$ cat config.mk
export PLATFORM = sky130hd
export DESIGN_NAME = core_pipe_decode_latch_flat
export DESIGN_NICKNAME = d
export VERILOG_FILES = /design/src/rtl/core_pipe_decode_latch_pkg.sv /design/src/rtl/core_pipe_decode_latch_if.sv /design/src/rtl/core_pipe_decode_latch_predecode.sv /design/src/rtl/core_pipe_decode_latch.sv /design/src/flat_wrapper.sv
export SDC_FILE = /design/constraint.sdc
export NUM_CORES = 1
export LEC_CHECK = 0
export CAP_MARGIN = 20
export CORE_MARGIN = 2
export CORE_UTILIZATION = 40
export CTS_CLUSTER_SIZE = 10
export DETAILED_ROUTE_END_ITERATION = 8
export PLACE_DENSITY = 0.79
export SLEW_MARGIN = 20
export SYNTH_ARGS = -nofsm -noshare
export SYNTH_HDL_FRONTEND = slang
export SYNTH_SLANG_ARGS = --single-unit
$ cat constraint.sdc
create_clock -name g_clk -period 2.03 [get_ports g_clk]
set_input_delay 0.3045 -clock g_clk [delete_from_list [all_inputs] [get_ports g_clk]]
set_output_delay 0.3045 -clock g_clk [all_outputs]
set_load 0.03 [all_outputs]
$ cat src/rtl/core_pipe_decode_latch_pkg.sv
// rtl/core_pipe_decode_latch_pkg.sv - shared trap cause codes, widths and stage-2 state encoding
package core_pipe_decode_latch_pkg;

    localparam int CORE_XL           = 63;
    localparam int CORE_TRAP_CAUSE_W = 6;

    // mcause codes shared with execute and CSR logic
    localparam int TRAP_IACCESS = 1;
    localparam int TRAP_ILLEGAL = 2;

    typedef enum logic [1:0] {
        ST_EMPTY = 2'd0,
        ST_FULL  = 2'd1,
        ST_HALT  = 2'd2
    } s2_state_e;

endpackage

$ cat src/rtl/core_pipe_decode_latch_if.sv
// rtl/core_pipe_decode_latch_if.sv - fetch-side and stage-2-side signals of the decode entry latch
interface core_pipe_decode_latch_if #(
    parameter int XL           = 63,
    parameter int TRAP_CAUSE_W = 6
);
    logic                    s1_i16bit;
    logic                    s1_i32bit;
    logic [31:0]             s1_instr;
    logic [XL:0]             s1_pc;
    logic [XL:0]             s1_npc;
    logic [1:0]              s1_ferr;
    logic                    s1_eat_2;
    logic                    s1_eat_4;

    logic                    s2_valid;
    logic                    s2_ready;
    logic [31:0]             s2_instr;
    logic [XL:0]             s2_pc;
    logic [XL:0]             s2_npc;
    logic                    s2_i16bit;
    logic                    s2_trap;
    logic [TRAP_CAUSE_W-1:0] s2_trap_cause;

    modport master (
        output s1_i16bit, s1_i32bit, s1_instr, s1_pc, s1_npc, s1_ferr, s2_ready,
        input  s1_eat_2, s1_eat_4, s2_valid, s2_instr, s2_pc, s2_npc,
               s2_i16bit, s2_trap, s2_trap_cause
    );

    modport slave (
        input  s1_i16bit, s1_i32bit, s1_instr, s1_pc, s1_npc, s1_ferr, s2_ready,
        output s1_eat_2, s1_eat_4, s2_valid, s2_instr, s2_pc, s2_npc,
               s2_i16bit, s2_trap, s2_trap_cause
    );

endinterface

$ cat src/rtl/core_pipe_decode_latch_predecode.sv
// rtl/core_pipe_decode_latch_predecode.sv - combinational trap pre-classification (CORE_RVC_EN selects
// whether 16-bit instructions are legal)
module core_pipe_predecode
    import core_pipe_decode_latch_pkg::*;
#(
    parameter int TRAP_CAUSE_W = CORE_TRAP_CAUSE_W
) (
    input  logic [15:0]             instr_i,
    input  logic                    i16bit_i,
    input  logic [1:0]              ferr_i,
    output logic                    trap_o,
    output logic [TRAP_CAUSE_W-1:0] cause_o
);

`ifdef CORE_RVC_EN
    logic illegal16;
    assign illegal16 = (instr_i == 16'h0000);
`else
    // Without RVC every compressed encoding traps, but fetch must still drain it
    logic illegal16;
    logic unused_instr;
    assign illegal16    = 1'b1;
    assign unused_instr = ^instr_i;
`endif

    always_comb begin
        trap_o  = 1'b0;
        cause_o = '0;
        if (i16bit_i) begin
            // Only the low halfword belongs to a 16-bit instruction
            if (ferr_i[0]) begin
                trap_o  = 1'b1;
                cause_o = TRAP_CAUSE_W'(TRAP_IACCESS);
            end else if (illegal16) begin
                trap_o  = 1'b1;
                cause_o = TRAP_CAUSE_W'(TRAP_ILLEGAL);
            end
        end else if (|ferr_i) begin
            trap_o  = 1'b1;
            cause_o = TRAP_CAUSE_W'(TRAP_IACCESS);
        end
    end

endmodule

$ cat src/rtl/core_pipe_decode_latch.sv
// rtl/core_pipe_decode_latch.sv - stage-2 entry register: drains fetch, holds one pre-classified
// instruction, halts after a trap until flush (16-bit legality set by CORE_RVC_EN)
module core_pipe_decode_latch
    import core_pipe_decode_latch_pkg::*;
#(
    parameter int XL           = CORE_XL,
    parameter int TRAP_CAUSE_W = CORE_TRAP_CAUSE_W
) (
    input  logic                     g_clk,
    input  logic                     g_resetn,
    input  logic                     flush,
    core_pipe_decode_latch_if.slave  bus
);

    s2_state_e               state_q, state_d;
    logic                    valid_q, valid_d;
    logic [31:0]             instr_q, instr_d;
    logic [XL:0]             pc_q;
    logic [XL:0]             npc_q;
    logic                    i16_q;
    logic                    trap_q;
    logic [TRAP_CAUSE_W-1:0] cause_q;

    logic                    present;
    logic                    halt;
    logic                    load;
    logic                    pd_trap;
    logic [TRAP_CAUSE_W-1:0] pd_cause;

    assign present = bus.s1_i16bit || bus.s1_i32bit;
    assign halt    = (state_q == ST_HALT);
    assign load    = present && (!valid_q || bus.s2_ready) && !flush && !halt;

    // 16-bit wins if fetch ever raised both, so the two eats stay exclusive
    assign bus.s1_eat_2 = load && bus.s1_i16bit;
    assign bus.s1_eat_4 = load && bus.s1_i32bit && !bus.s1_i16bit;

    assign instr_d = bus.s1_i16bit ? {16'h0000, bus.s1_instr[15:0]} : bus.s1_instr;

    core_pipe_predecode #(
        .TRAP_CAUSE_W (TRAP_CAUSE_W)
    ) u_predecode (
        .instr_i  (bus.s1_instr[15:0]),
        .i16bit_i (bus.s1_i16bit),
        .ferr_i   (bus.s1_ferr),
        .trap_o   (pd_trap),
        .cause_o  (pd_cause)
    );

    always_comb begin
        state_d = state_q;
        valid_d = valid_q;
        if (flush) begin
            state_d = ST_EMPTY;
            valid_d = 1'b0;
        end else if (load) begin
            valid_d = 1'b1;
            state_d = pd_trap ? ST_HALT : ST_FULL;
        end else if (valid_q && bus.s2_ready) begin
            valid_d = 1'b0;
            // A consumed trap leaves the block empty but still halted
            if (!halt) begin
                state_d = ST_EMPTY;
            end
        end
    end

    always_ff @(posedge g_clk) begin
        if (!g_resetn) begin
            state_q <= ST_EMPTY;
            valid_q <= 1'b0;
            instr_q <= '0;
            pc_q    <= '0;
            npc_q   <= '0;
            i16_q   <= 1'b0;
            trap_q  <= 1'b0;
            cause_q <= '0;
        end else begin
            state_q <= state_d;
            valid_q <= valid_d;
            if (load) begin
                instr_q <= instr_d;
                pc_q    <= bus.s1_pc;
                npc_q   <= bus.s1_npc;
                i16_q   <= bus.s1_i16bit;
                trap_q  <= pd_trap;
                cause_q <= pd_cause;
            end
        end
    end

    assign bus.s2_valid      = valid_q;
    assign bus.s2_instr      = instr_q;
    assign bus.s2_pc         = pc_q;
    assign bus.s2_npc        = npc_q;
    assign bus.s2_i16bit     = i16_q;
    assign bus.s2_trap       = trap_q;
    assign bus.s2_trap_cause = cause_q;

endmodule

$ cat src/flat_wrapper.sv
// flat-port wrapper written by rule: the top's interface ports become plain ports
module core_pipe_decode_latch_flat import core_pipe_decode_latch_pkg::*;
#(
    parameter int XL           = CORE_XL,
    parameter int TRAP_CAUSE_W = CORE_TRAP_CAUSE_W
)
  (g_clk, g_resetn, flush, bus_s1_i16bit, bus_s1_i32bit, bus_s1_instr, bus_s1_pc, bus_s1_npc, bus_s1_ferr, bus_s2_ready, bus_s1_eat_2, bus_s1_eat_4, bus_s2_valid, bus_s2_instr, bus_s2_pc, bus_s2_npc, bus_s2_i16bit, bus_s2_trap, bus_s2_trap_cause);
  core_pipe_decode_latch_if #(.XL(XL), .TRAP_CAUSE_W(TRAP_CAUSE_W)) bus_i ();
  input  logic g_clk;
  input  logic g_resetn;
  input  logic flush;
  input wire logic [$bits(bus_i.s1_i16bit)-1:0] bus_s1_i16bit;
  input wire logic [$bits(bus_i.s1_i32bit)-1:0] bus_s1_i32bit;
  input wire logic [$bits(bus_i.s1_instr)-1:0] bus_s1_instr;
  input wire logic [$bits(bus_i.s1_pc)-1:0] bus_s1_pc;
  input wire logic [$bits(bus_i.s1_npc)-1:0] bus_s1_npc;
  input wire logic [$bits(bus_i.s1_ferr)-1:0] bus_s1_ferr;
  input wire logic [$bits(bus_i.s2_ready)-1:0] bus_s2_ready;
  output wire logic [$bits(bus_i.s1_eat_2)-1:0] bus_s1_eat_2;
  output wire logic [$bits(bus_i.s1_eat_4)-1:0] bus_s1_eat_4;
  output wire logic [$bits(bus_i.s2_valid)-1:0] bus_s2_valid;
  output wire logic [$bits(bus_i.s2_instr)-1:0] bus_s2_instr;
  output wire logic [$bits(bus_i.s2_pc)-1:0] bus_s2_pc;
  output wire logic [$bits(bus_i.s2_npc)-1:0] bus_s2_npc;
  output wire logic [$bits(bus_i.s2_i16bit)-1:0] bus_s2_i16bit;
  output wire logic [$bits(bus_i.s2_trap)-1:0] bus_s2_trap;
  output wire logic [$bits(bus_i.s2_trap_cause)-1:0] bus_s2_trap_cause;
  assign bus_i.s1_i16bit = bus_s1_i16bit;
  assign bus_i.s1_i32bit = bus_s1_i32bit;
  assign bus_i.s1_instr = bus_s1_instr;
  assign bus_i.s1_pc = bus_s1_pc;
  assign bus_i.s1_npc = bus_s1_npc;
  assign bus_i.s1_ferr = bus_s1_ferr;
  assign bus_i.s2_ready = bus_s2_ready;
  assign bus_s1_eat_2 = bus_i.s1_eat_2;
  assign bus_s1_eat_4 = bus_i.s1_eat_4;
  assign bus_s2_valid = bus_i.s2_valid;
  assign bus_s2_instr = bus_i.s2_instr;
  assign bus_s2_pc = bus_i.s2_pc;
  assign bus_s2_npc = bus_i.s2_npc;
  assign bus_s2_i16bit = bus_i.s2_i16bit;
  assign bus_s2_trap = bus_i.s2_trap;
  assign bus_s2_trap_cause = bus_i.s2_trap_cause;
  core_pipe_decode_latch #(.XL(XL), .TRAP_CAUSE_W(TRAP_CAUSE_W)) u_core (.g_clk(g_clk), .g_resetn(g_resetn), .flush(flush), .bus(bus_i));
endmodule
# Word-level counts from Yosys, hierarchy flattened
# Index checks and enable logic that the tools add are counted.
[totals]
input_bits = 168
ff_bits = 171
latchBits = 0
mem_count = 0
ram_bits = 0
elab_cells = 40
output_inout_bits = 171
romBits = 0
[classes]
div_mod_pow = 0
addsub = 0
n_reduce_logical = 17
shifts = 0
multipliers = 0
eq_ne = 2
muxes = 12
bitwise = 1
n_lt_le_gt_ge = 0
[ops]
columns = ["operator", "count"]
rows = [
  ["two-way mux 32 bit", 1],
  ["two-way mux 2 bit", 5],
  ["logical AND 1 bit", 7],
  ["two-way mux 6 bit", 1],
  ["two-way mux 1 bit", 5],
  ["zero test 1 bit", 4],
  ["OR reduction 2 bit", 2],
  ["== test 2 bit (second input constant)", 1],
  ["logical OR 1 bit", 2],
  ["!= test 2 bit (second input constant)", 1],
  ["AND reduction 2 bit", 1],
  ["nonzero test 2 bit", 1],
  ["inverter 1 bit", 1],
]

# Longest topological paths before layout
# Gate-level depths: netlist (run 1).
[logic_depth]
ltp_word = 7
mapped_depth = 6
depth_no_buf = 3

# Cells and area by module
# Synthesis (run 1) repeated with hierarchy kept, for this count alone.
[hier_totals]
hier_cells = 759
area_unflattened_um2 = 6995.5
[modules_own_cells]
columns = ["module", "area_each_um2", "instances", "seq_area_each_um2", "cells_each"]
rows = [
  ["core_pipe_decode_latch", 6939.2, 1, 3423.3, 750],
  ["core_pipe_predecode", 56.3, 1, 0.0, 9],
]

# Worst setup path after synthesis (run 1)
# Ideal clock, no wire load.
[synth_timing]
path_kind = "register to output"
start = "register u_core.valid_q (netlist: u_core.bus.s2_valid)"
end = "output bus_s1_eat_4"
t_arrival_ns = 1.681
n_path_buf = 2
slack_ns = 0.045
stages_incl_launch_ff = 6
required_time_ns = 1.725
path_cell_list = "dfxtp_1 -> nor2b_1 -> a2111oi_2 -> buf_4 -> buf_6 -> nor2b_1"
[synth_between]
elab_chain_cells = 7
[synth_rtl]
columns = ["element", "line", "text"]
rows = [
  ["start, declared", "core_pipe_decode_latch.sv:16", "logic valid_q, valid_d;"],
  ["start signal, assigned", "core_pipe_decode_latch.sv:80", "valid_q <= valid_d;"],
  ["zero test 1 bit", "core_pipe_decode_latch.sv:32", "assign load = present && (!valid_q || bus.s2_ready) && !flush && !halt;"],
  ["logical OR 1 bit", "core_pipe_decode_latch.sv:32", ""],
  ["logical AND 1 bit (3 in a row)", "core_pipe_decode_latch.sv:32", ""],
  ["logical AND 1 bit (2 in a row)", "core_pipe_decode_latch.sv:36", "assign bus.s1_eat_4 = load && bus.s1_i32bit && !bus.s1_i16bit;"],
  ["end, declared", "flat_wrapper.sv:20", "output wire logic [$bits(bus_i.s1_eat_4)-1:0] bus_s1_eat_4;"],
]
# Every way passes these cells.

# Worst setup path after layout (run 1)
[layout_timing]
start = "input bus_s1_i16bit"
end = "output bus_s1_eat_4"
[layout_between]
elab_chain_cells = 6
word_cells_on_any_way = 7
classes_between = "7 x reduce/logical"
[layout_rtl]
columns = ["element", "line", "text"]
rows = [
  ["start, declared", "flat_wrapper.sv:12", "input wire logic [$bits(bus_i.s1_i16bit)-1:0] bus_s1_i16bit;"],
  ["logical OR 1 bit", "core_pipe_decode_latch.sv:30", "assign present = bus.s1_i16bit || bus.s1_i32bit;"],
  ["logical AND 1 bit (3 in a row)", "core_pipe_decode_latch.sv:32", ""],
  ["logical AND 1 bit", "core_pipe_decode_latch.sv:36", ""],
  ["logical AND 1 bit (*)", "core_pipe_decode_latch.sv:36", ""],
]
# Every way passes the cells marked *; elsewhere a longest branch is shown, timed or not.

==> results_dict.tcl, run 1 <==
set metrics [dict create \
    core_region_area_um2 16500 \
    drive_gt1_frac 0.0579 \
    synthArstFlopShare 0 \
    cts_buffers 17 \
    endpoint_kind "primary output" \
    period_share 0.951 \
    vias 5964 \
    rows 47 \
    syn-cell-area_um2 6750 \
    clk_latency_ps 420 \
    fmax_mhz 518 \
    internal_power_mw 6.49 \
    cts.sinks 167 \
    hold_viol 0 \
    cts_tree "built" \
    ant_nets 0 \
    syn_to_final_growth_pct 62.4 \
    comb_power_share 0.218 \
    start_util 0.408 \
    antenna_found_initial 0 \
    die_h_um 134 \
    grt_pass1_vias 5868 \
    worstSetupStartpointType "input pin" \
    worstHoldPathType "in2reg" \
    slowest_stage "clkdlybuf4s50_1" \
    path_class "in2out" \
    yosys_warnings 0 \
    timing.hold.ws_ps 294 \
    fill_cells 1334 \
    slew_viol_final 0 \
    drt_iter0_drc 197 \
    wl_per_cell_um 14.6 \
    p_switching_mw 2.42 \
    drcViolationCount 0 \
    finalWeightedCongestion 0.807 \
    cts_root_buf "clkbuf_16" \
    htree_levels 4 \
    seq_area_frac_synth 0.495 \
    clock_power_share 0.377 \
    p_seq_frac 0.406 \
    post-dp-hpwl_um 13600 \
    wl_um 18800 \
    swShare 0.272 \
    yosysUniqueCellTypes 22 \
    period_minus_slack_ps 1930 \
    ys_seq_elements 167 \
    grtUsageTotal 0.206 \
    path_delay_family "buffers and inverters" \
    p_leak_nw 4.34 \
    crit_top_cell "buf_4" \
    path_max_fanout 3 \
    cap_violations 0 \
    clockBufferDepth 2 \
    cp_cell_sequence "clkdlybuf4s50_1 > nor2_1 > a2111oi_4 > buf_4 > nor2b_2 > buf_4" \
    multiInputGateArea_um2 3060 \
    diodes 0 \
    synth_edf_count 0 \
    dieWidth_um 134 \
    viasPerCell 4.62 \
    grt_pass1_wl_um 29400 \
    setup-violations-final 0 \
    num_io_pins 339 \
    crit_buf_inv 3 \
    cts-hold-fix-buffers 0 \
    fin_skew_ps 9.60 \
    cp.required_ps 1730 \
    nets 1227 \
    synth.avg_cell_area_um2 9.16 \
    die_area_um2 17900 \
    status "finished clean" \
    cts.clk_slew.worst_paths_ps 70 \
    gr-total-overflow 0 \
    synthFlopType "dfxtp_1" \
    p_per_area_nw_per_um2 813 \
    fin_ws_ps 99.9 \
    synthCells 737 \
    place.port_buffers 334 \
    cp.arrival_ps 1630 \
    dr.pass1.iters 5 \
    rsz0062_at_grt "no" \
    grt_max_degree 99 \
    irDropWorstVdd_mv 0.548 \
    dp_slack_ps -71.2 \
    cpPeakStageDelay_ps 470 \
    regArea_um2 3340 \
]
## layout make-up
| type | instances | share of cell area |
|---|---|---|
| inverters | 1 | 0.000343 |
| multi-input cells | 512 | 0.279 |
| clock buffers | 20 | 0.0426 |
| clock inverters | 10 | 0.0134 |
| repair buffers | 360 | 0.334 |
| well taps | 220 | 0.0251 |
| flip-flops and latches | 167 | 0.305 |
## sequential cells by signal, summed over array words and instances (netlist names)
name and cells:
u_core.bus.s2_valid 1, u_core.bus.s2_instr 32, u_core.bus.s2_trap_cause 2, u_core.bus.s2_npc 64
u_core.bus.s2_i16bit 1, u_core.bus.s2_pc 64, u_core.bus.s2_trap 1, u_core.state_q 2
## per-stage QoR
stage | util | TNS [ps] | std cells | power [mW] | area [µm²]
5_1_grt | 0.663 | 0 | 1290 | 9.26 | 11000
3_3_place_gp | 0.625 | 0 | 1258 | 5.61 | 10300
2_1_floorplan | - | 0 | 740 | 4.72 | 6760
4_1_cts | 0.663 | 0 | 1289 | 9.02 | 10900
3_5_place_dp | 0.625 | -2330 | 1258 | 5.63 | 10300
6_report | 0.663 | 0 | 1290 | 8.91 | 11000
## layer usage
layer,track usage,wire length [µm],up-vias
li1,-,-,3015
met1,0.230,7590,2662
met2,0.351,8860,246
met3,0.0752,1730,41
met4,0.0957,603,0
met5,0,0,-
## kinds of logic (layout without fill, tap and decap cells)
kind of cell | after synthesis | in the layout | synth area share
AOI/OAI and AO/OA | 4 | 4 | 0.00519
muxes | 166 | 166 | 0.246
other | 1 | 4 | 0.000556
DFF | 167 | 167 | 0.495
and+or+nand+nor | 338 | 338 | 0.198
buffers and inverters | 61 | 391 | 0.0551
## cells in the mapped netlist, types with 3 or more instances
master / number / area (µm²)
buf_1: 6 / 22.5
buf_2: 3 / 15.0
buf_4: 10 / 75.1
buf_6: 12 / 135
clkbuf_1: 28 / 105
dfxtp_1: 167 / 3340
mux2i_1: 166 / 1660
nand2_1: 316 / 1190
nand3b_1: 12 / 90.1
nor2b_1: 5 / 31.3
## path summary, 6_finish.rpt
path                          start                       to  slack [ps]  cells after the start
max reg2reg       u_core.state_q[1]    u_core.bus.s2_npc[44]         330                      5
min                        g_resetn  u_core.bus.s2_instr[27]         290                      3
min reg2reg  u_core.bus.s2_instr[1]   u_core.bus.s2_instr[1]         450                      2
max                   bus_s1_i16bit             bus_s1_eat_4         100                      6
## cells in the final DEF, fill, tap and decap left out, drive strengths merged
cell / synthesis / final
nor2b: 5 / 5
o211ai: 1 / 1
and2: 1 / 1
bufinv: 0 / 3
nand2: 316 / 316
clkdlybuf4s50: 0 / 331
inv: 1 / 2
buf: 32 / 29
a2111oi: 1 / 1
nand3: 1 / 1
nor2: 1 / 1
dfxtp: 167 / 167
clkinvlp: 0 / 1
nand3b: 12 / 12
o21ai: 1 / 1
conb: 1 / 4
clkbuf: 28 / 20
nand2b: 1 / 1
nor3: 1 / 1
clkinv: 0 / 5
mux2i: 166 / 166
o21a: 1 / 1
## tightest hold or removal path: cells and delay by family
family,cells,cell delay [ps]
buffers and inverters,1,200
muxes,1,50
and+or+nand+nor,1,100
## power by group through the flow
stage | Sequential, mW | Clock (mW) | Combinational [mW]
floorplan | 4.11 | 0 | 0.610
global placement | 3.68 | 0 | 1.93
CTS | 3.62 | 3.45 | 1.95
global route | 3.64 | 3.57 | 2.05
finish | 3.61 | 3.35 | 1.94
detailed placement | 3.68 | 0 | 1.94
## what timing repair did
action	4_1_cts	5_1_grt
setup buffers	1	1
endpoints found under the setup margin	2	2
cloned	0	0
resized for setup	0	1
pin swaps	1	1
No activity file was read; power rests on OpenSTA's default activity.
==> inputs of run 2 (changes only) <==
--- a/config.mk
+++ b/config.mk
@@ -6,10 +6,11 @@
 export NUM_CORES = 1
 export LEC_CHECK = 0
 export CAP_MARGIN = 20
-export CORE_MARGIN = 2
+export CORE_MARGIN = 5
 export CORE_UTILIZATION = 40
 export CTS_CLUSTER_SIZE = 10
 export DETAILED_ROUTE_END_ITERATION = 8
+export GPL_TIMING_DRIVEN = 1
 export PLACE_DENSITY = 0.79
 export SLEW_MARGIN = 20
 export SYNTH_ARGS = -nofsm -noshare
==> run 2 against run 1 <==
Combinational power rose by 3%. Cell area rose by 0.90%. Global-route usage fell by 0.87 points. Clock power barely moved. Clock-buffer cell count rose by 2. Non-clock buffer count rose by 12. Register-to-register slack got worse by 150 ps. Critical path depth fell by 1. Routed wire length rose by 7.4%. Sequential power barely moved. Sequential share of layout area fell by 0.26 points. Largest cell class unchanged. Largest power group unchanged.
==> results_dict.tcl, run 2 (same netlist as run 1, synthesis figures left out) <==
set metrics [dict create \
    drive_gt1_frac 0.0692 \
    core_region_area_um2 16600 \
    clockBufferDepth 2 \
    dieWidth_um 140 \
    gr-total-overflow 0 \
    cts.clk_slew.worst_paths_ps 60 \
    cp.arrival_ps 1690 \
    min_path_cells 3 \
    finalWeightedCongestion 0.851 \
    vias 5988 \
    clk_latency_ps 420 \
    cts-hold-fix-buffers 0 \
    fin_skew_ps 9.00 \
    path_class "in2out" \
    period_share 0.980 \
    r2r_cells 7 \
    rows 47 \
    p_per_area_nw_per_um2 808 \
    hold_viol 0 \
    hold_start "g_resetn" \
    die_area_um2 19600 \
    irDropWorstVdd_mv 0.546 \
    wl_per_cell_um 15.5 \
    p_switching_mw 2.44 \
    reg2reg_slack_ps 180 \
    fill_cells 1375 \
    status "finished clean" \
    cts_buffers 17 \
    internal_power_mw 6.50 \
    worstHoldPathType "in2reg" \
    grt_pass1_vias 5935 \
    dr.pass1.iters 4 \
    comb_power_share 0.223 \
    slew_viol_final 0 \
    cts_tree "built" \
    nets 1239 \
    wl_um 20200 \
    placed_area_um2 10400 \
    path_max_fanout 2 \
    grt_pass1_wl_um 31200 \
    min_to "u_core.bus.s2_instr[23]" \
    place.port_buffers 334 \
    clock_power_share 0.373 \
    antenna_found_initial 0 \
    p_seq_frac 0.404 \
    viasPerCell 4.59 \
    cts_root_buf "clkbuf_16" \
    endpoint_kind "primary output" \
    cts.sinks 167 \
    drt_iter0_drc 208 \
    r2r_start "u_core.state_q[1]" \
    cap_violations 0 \
    diodes 0 \
    post-dp-hpwl_um 15200 \
    syn_to_final_growth_pct 63.8 \
    final_common_cell "clkdlybuf4s50_1" \
    timing.hold.ws_ps 258 \
    worstSetupStartpointType "input pin" \
    htree_levels 4 \
    drcViolationCount 0 \
    cp.required_ps 1730 \
    setup-violations-final 0 \
    total_power_mw 8.94 \
    num_io_pins 339 \
    stdcell_area_um2 11100 \
    reg2reg_to "u_core.bus.s2_instr[6]" \
    period_minus_slack_ps 1990 \
    die_h_um 140 \
    ant_nets 0 \
    final_core_util 0.667 \
    start_util 0.407 \
    swShare 0.273 \
    grt_max_degree 87 \
    fmax_mhz 503 \
    p_leak_nw 4.40 \
    grtUsageTotal 0.198 \
    final_cell_mix "330 x clkdlybuf4s50_1, 316 x nand2_1, 166 x mux2i_1, 166 x dfxtp_1, 28 x buf_4" \
]
-- run 2: cell types whose count changed in the layout (fill, tap and decap cells not counted), moves of 2 or more --
cell and change:
buf_4 +10, clkinvlp_4 +2, clkinv_4 -2, buf_6 +2, clkbuf_1 +3
-- run 2: final cells by class --
| cell class | instances | area (µm²) | share of cell area |
|---|---|---|---|
| repair buffers | 372 | 3760 | 0.340 |
| flip-flops and latches | 167 | 3340 | 0.302 |
| multi-input cells | 512 | 3060 | 0.277 |
| clock buffers | 22 | 464 | 0.0420 |
| well taps | 220 | 275 | 0.0249 |
| clock inverters | 10 | 144 | 0.0130 |
| inverters | 1 | 3.75 | 0.000339 |
-- run 2: metal layers --
layer  share of wire  wire (µm)  GRT usage
met4           0.024        485     0.0694
met3           0.084       1690     0.0753
met5               0          0          0
met2            0.48       9770      0.343
met1            0.41       8220      0.222
-- run 2: worst max path at each step --
stage                                  end  cells after the start                 from
floorplan                     bus_s1_eat_4                      5  u_core.bus.s2_valid
global placement              bus_s1_eat_2                      6         bus_s2_ready
detailed placement  u_core.bus.s2_instr[6]                      7         bus_s2_ready
CTS                           bus_s1_eat_2                      5    u_core.state_q[0]
global route                  bus_s1_eat_4                      5  u_core.bus.s2_valid
finish                        bus_s1_eat_4                      5                flush
-- run 2: repair_timing --
| item | CTS | global route |
|---|---|---|
| hold endpoints to repair | 0 | 0 |
| setup buffers | 1 | 5 |
| pin swaps | 1 | 1 |
| gates resized for setup | 2 | 4 |
| endpoints found under the setup margin | 2 | 2 |
-- run 2: through the flow --
step	cells	setup TNS [ps]	worst slack (ps)
6_report	1304	0	40.1
5_1_grt	1304	-2.37	-2.37
4_1_cts	1299	0	0.0582
3_5_place_dp	1266	-78.0	-28.8
3_3_place_gp	1266	0	47.2
2_1_floorplan	740	0	44.8
-- run 2: worst max-delay path, stage by stage --
cell and delay, ps:
clkdlybuf4s50_1 480, a2111oi_4 420, buf_4 190, nor2b_1 120, buf_4 170
-- run 2: power by group through the flow --
stage	sequential [mW]	combinational, mW	clock [mW]
finish	3.61	1.99	3.34
global route	3.64	2.10	3.56
CTS	3.61	1.99	3.41
detailed placement	3.68	1.98	0
global placement	3.68	1.96	0
floorplan	4.11	0.610	0
==> inputs of run 3 (changes only) <==
--- a/config.mk
+++ b/config.mk
@@ -5,13 +5,13 @@
 export SDC_FILE = /design/constraint.sdc
 export NUM_CORES = 1
 export LEC_CHECK = 0
-export CAP_MARGIN = 20
-export CORE_MARGIN = 5
-export CORE_UTILIZATION = 40
+export CORE_AREA = 5 5 129 131
 export CTS_CLUSTER_SIZE = 10
 export DETAILED_ROUTE_END_ITERATION = 8
+export DIE_AREA = 0 0 134 136
+export DONT_BUFFER_PORTS = 1
 export GPL_TIMING_DRIVEN = 1
-export PLACE_DENSITY = 0.79
+export PLACE_DENSITY = 0.58
 export SLEW_MARGIN = 20
 export SYNTH_ARGS = -nofsm -noshare
 export SYNTH_HDL_FRONTEND = slang
==> run 3 against run 2 <==
The flow now finishes with violations (setup timing). Worst hold slack worse by 230 ps. Cell area is 33% lower. Worst setup slack worse by 66 ps. Largest power group unchanged. Non-clock buffer count shrank 358. Power shrank 15%. Core utilization down 19 points.
==> results_dict.tcl, run 3 (same netlist as run 1, synthesis figures left out) <==
set metrics [dict create \
    grt_max_degree 326 \
    cp.required_ps 1730 \
    swShare 0.279 \
    cts.clk_slew.worst_paths_ps 60 \
    cap_violations 0 \
    path_max_fanout 4 \
    setup-violations-final 2 \
    die_h_um 136 \
    dr.pass1.iters 4 \
    cp.arrival_ps 1750 \
    post-dp-hpwl_um 11800 \
    drt_iter0_drc 212 \
    p_seq_frac 0.538 \
    grtUsageTotal 0.169 \
    slew_viol_final 0 \
    clk_latency_ps 410 \
    die_area_um2 18200 \
    ant_nets 0 \
    dieWidth_um 134 \
    rsz0062_at_grt "yes" \
    endpoint_kind "primary output" \
    period_minus_slack_ps 2060 \
    wl_um 16400 \
    cts_tree "built" \
    htree_levels 4 \
    relSlewSlack 0.598 \
    grt_pass1_wl_um 24500 \
    status "complete, but fails checks" \
    vias 4641 \
    comb_power_share 0.078 \
    worstHoldPathType "in2reg" \
    timing.hold.ws_ps 25.6 \
    gr-total-overflow 0 \
    finalWeightedCongestion 0.755 \
    hold_viol 0 \
    cp_cell_sequence "nor2b_4 > a2111oi_4 > clkbuf_16 > nor2b_4 > buf_6" \
    fin_skew_ps 6.70 \
    drive_gt1_frac 0.0636 \
    irDropWorstVdd_mv 0.538 \
    fin_ws_ps -25.7 \
    cts-hold-fix-buffers 0 \
    final_cell_mix "316 x nand2_1, 166 x mux2i_1, 166 x dfxtp_1" \
    place.port_buffers 0 \
    p_leak_nw 2.98 \
    grt_pass1_vias 4758 \
    fmax_mhz 486 \
    core_region_area_um2 15500 \
    crit_top_cell "nor2b_4" \
    tightest_slew_ps 603 \
    clock_power_share 0.384 \
    rows 46 \
    cts_buffers 17 \
    period_share 1.01 \
    viasPerCell 5.07 \
    nets 881 \
    antenna_found_initial 0 \
    internal_power_mw 5.50 \
    start_util 0.436 \
    cts_root_buf "clkbuf_16" \
    worstSetupStartpointType "flip-flop" \
    p_per_area_nw_per_um2 1030 \
    violations "setup timing" \
    slowest_stage "a2111oi_4" \
    final_core_util 0.476 \
    diodes 0 \
    p_switching_mw 2.13 \
    cts.sinks 167 \
    syn_to_final_growth_pct 9.31 \
    num_io_pins 339 \
    drcViolationCount 0 \
    path_class "reg2out" \
    wl_per_cell_um 17.9 \
    clockBufferDepth 2 \
    cpPeakStageDelay_ps 400 \
    final_common_cell "nand2_1" \
]
## run 3: final timing paths
kind         depth (start not counted)                start                     to  slack (ps)
min                                  2       bus_s1_npc[36]  u_core.bus.s2_npc[36]          30
max                                  5  u_core.bus.s2_valid           bus_s1_eat_4         -30
min reg2reg                          2    u_core.state_q[0]      u_core.state_q[0]         480
max reg2reg                          6  u_core.bus.s2_valid  u_core.bus.s2_npc[46]          50
## run 3: cell type report
class,count,area [µm²]
Clock inverter,8,78.8
Sequential cell,167,3340
Timing Repair Buffer,14,184
Multi-Input combinational cell,512,3080
Inverter,1,3.75
Clock buffer,21,450
Fill cell,1466,8110
Tap cell,192,240
## run 3: metal layers
metal  track usage  share of wire
met5             0              0
met4        0.0737          0.023
met3        0.0829           0.11
met2         0.291           0.49
met1         0.176           0.37
## run 3: power by group through the flow
| stage | clock (mW) | sequential [mW] | combinational (mW) |
|---|---|---|---|
| floorplan | 0 | 4.11 | 0.610 |
| finish | 2.93 | 4.10 | 0.599 |
| global placement | 0 | 4.18 | 0.560 |
| detailed placement | 0 | 4.18 | 0.591 |
| CTS | 3.01 | 4.11 | 0.597 |
| global route | 3.16 | 4.13 | 0.663 |
## run 3: critical path, delay by kind of cell (launching register included)
kind                   cells  cell delay [ps]
flip-flops                 1              320
AND/OR/NAND/NOR            2              270
AO/OA/AOI/OAI              1              400
buffers and inverters      2              350
## run 3: what timing repair did
item,in CTS,in global routing
setup endpoints to repair,2,2
setup buffers,2,1
gates resized for setup,0,8
pin swaps,0,2
## run 3: through the flow
step	setup slack, ps	setup TNS [ps]	power (mW)	area (µm²)	instances
after CTS	4.11	0	7.72	7330	914
after detailed placement	315	0	4.77	6790	883
after global placement	364	0	4.74	6790	883
final	-25.7	-36.5	7.63	7380	915
after global routing	-96.8	-289	7.95	7380	915
after floorplan	44.8	0	4.72	6760	740
==> RTL edit, RTL diff (flow settings as in run 2) <==
Build with the macro `CORE_RVC_EN` defined.
--- a/src/rtl/core_pipe_decode_latch_predecode.sv
+++ b/src/rtl/core_pipe_decode_latch_predecode.sv
@@ -1,4 +1,6 @@
 // rtl/core_pipe_decode_latch_predecode.sv - combinational trap pre-classification (CORE_RVC_EN selects
 // whether 16-bit instructions are legal)
+`define CORE_RVC_EN
+
 module core_pipe_predecode
     import core_pipe_decode_latch_pkg::*;
Function: changed (Yosys sat finds a counterexample within 4 cycles, from zero or initial values and one cycle with g_resetn low).
==> RTL edit against run 2 <==
- critical path type unchanged
- final area decreased by 8.1%
- total power decreased by 2.6%
- routed wire length decreased by 0.45%
- highest routed layer unchanged
- setup slack improved by 6.2 ps
- critical path depth unchanged
- register-to-register slack improved by 270 ps
- synthesized cell count increased by 1.5%
- largest power group unchanged
- maximum frequency increased by 0.31%
- count of clock-buffer cells in the layout decreased by 1
- area after synthesis decreased by 12%
- sequential cell count unchanged
- combinational power decreased by 15%
- hold slack improved by 160 ps
==> RTL edit: results (changes against run 2) <==
INFO  finish         post_route_cells_drive_above_1_share=6.12% [-0.80 points]
INFO  timing         final.setup.worst_slack=46.2ps [+6.15 ps]
INFO  outcome        status=finished, final reports clean
INFO  grt            grt_pass1_wl=30800µm [-1.0%]
INFO  finish         fraction_of_standard_cell_area_in_multi_input_logic=22.7% [-5.0 points]
INFO  worst_hold_path hold_start=bus_s1_pc[18]
INFO  placement      place_worst_setup_slack=-30.8ps [-2.04 ps]
INFO  drt            num_vias=6041 [+0.89%]
INFO  critical_path  critical_path.reg2reg.startpoint=u_core.bus.s2_valid
INFO  timing         hold-worst-slack=418ps [+160 ps]
INFO  power_and_ir_drop pg_seq=3.56mW [-1%]
INFO  finish         multi_input_comb_cells=520 [+1.6%]
INFO  finish         area_share_nonclk_buffers=35.6% [+1.6 points]
INFO  placement      hpwlAfterDp=14800µm [-2.5%]
INFO  finish         num-fill-cells=1182 [-14%]
INFO  synth          postSynthAreaPerCell=7.98µm² [-13%]
INFO  synth          synth_commonest_cells=sky130_fd_sc_hd__nand2_1 (307), sky130_fd_sc_hd__dfxtp_1 (167), sky130_fd_sc_hd__a21oi_1 (163), sky130_fd_sc_hd__clkbuf_1 (22), sky130_fd_sc_hd__buf_2 (20)
INFO  finish         final_nets=1233 [-0.48%]
INFO  placement      post_dp_cell_area=0.00951mm² [-8.5%]
INFO  grt            grt_start_max_net_pins=85 [-2.3%]
INFO  critical_path  crit_start=bus_s1_i16bit
INFO  grt            first_global_vias=5735 [-3.4%]
INFO  finish         nonClockBufferCount=355 [-4.6%]
INFO  power_and_ir_drop static-leakage-power=3.77nW [-14%]
INFO  placement      routabilityCongestion=0.761 [-11%]
INFO  critical_path  endpoint=bus_s1_eat_2
[RTL edit: cell types whose count changed in the layout (fill, tap and decap cells not counted), sizes merged, moves of 4 or more]
cell	change
buf	-18
nand3	+17
nor4	+4
nor2	+4
mux2i	-165
nand3b	-12
a21oi	+163
nand2	-9
[RTL edit: layer usage]
metal  part of all wire, %  GRT usage (%)  vias to the layer above
met4                   1.9           7.31                        0
met2                    49           37.1                      243
met5                     0              0                        -
met3                    11           10.2                       23
met1                    38           24.8                     2720
li1                      -              -                     3055
[RTL edit: critical path, cell delays in order]
cell	delay, ps
sky130_fd_sc_hd__clkdlybuf4s50_1	540
sky130_fd_sc_hd__inv_2	50
sky130_fd_sc_hd__or4_4	560
sky130_fd_sc_hd__inv_1	70
sky130_fd_sc_hd__buf_4	150
[RTL edit: kinds of logic after synthesis]
family / count (synthesis) / share of synthesized area, %
mux: 1 / 0.168
other cells: 1 / 0.0628
buf+inv: 64 / 5.70
flops: 167 / 56.0
simple gates: 343 / 22.9
compound gates: 172 / 15.1
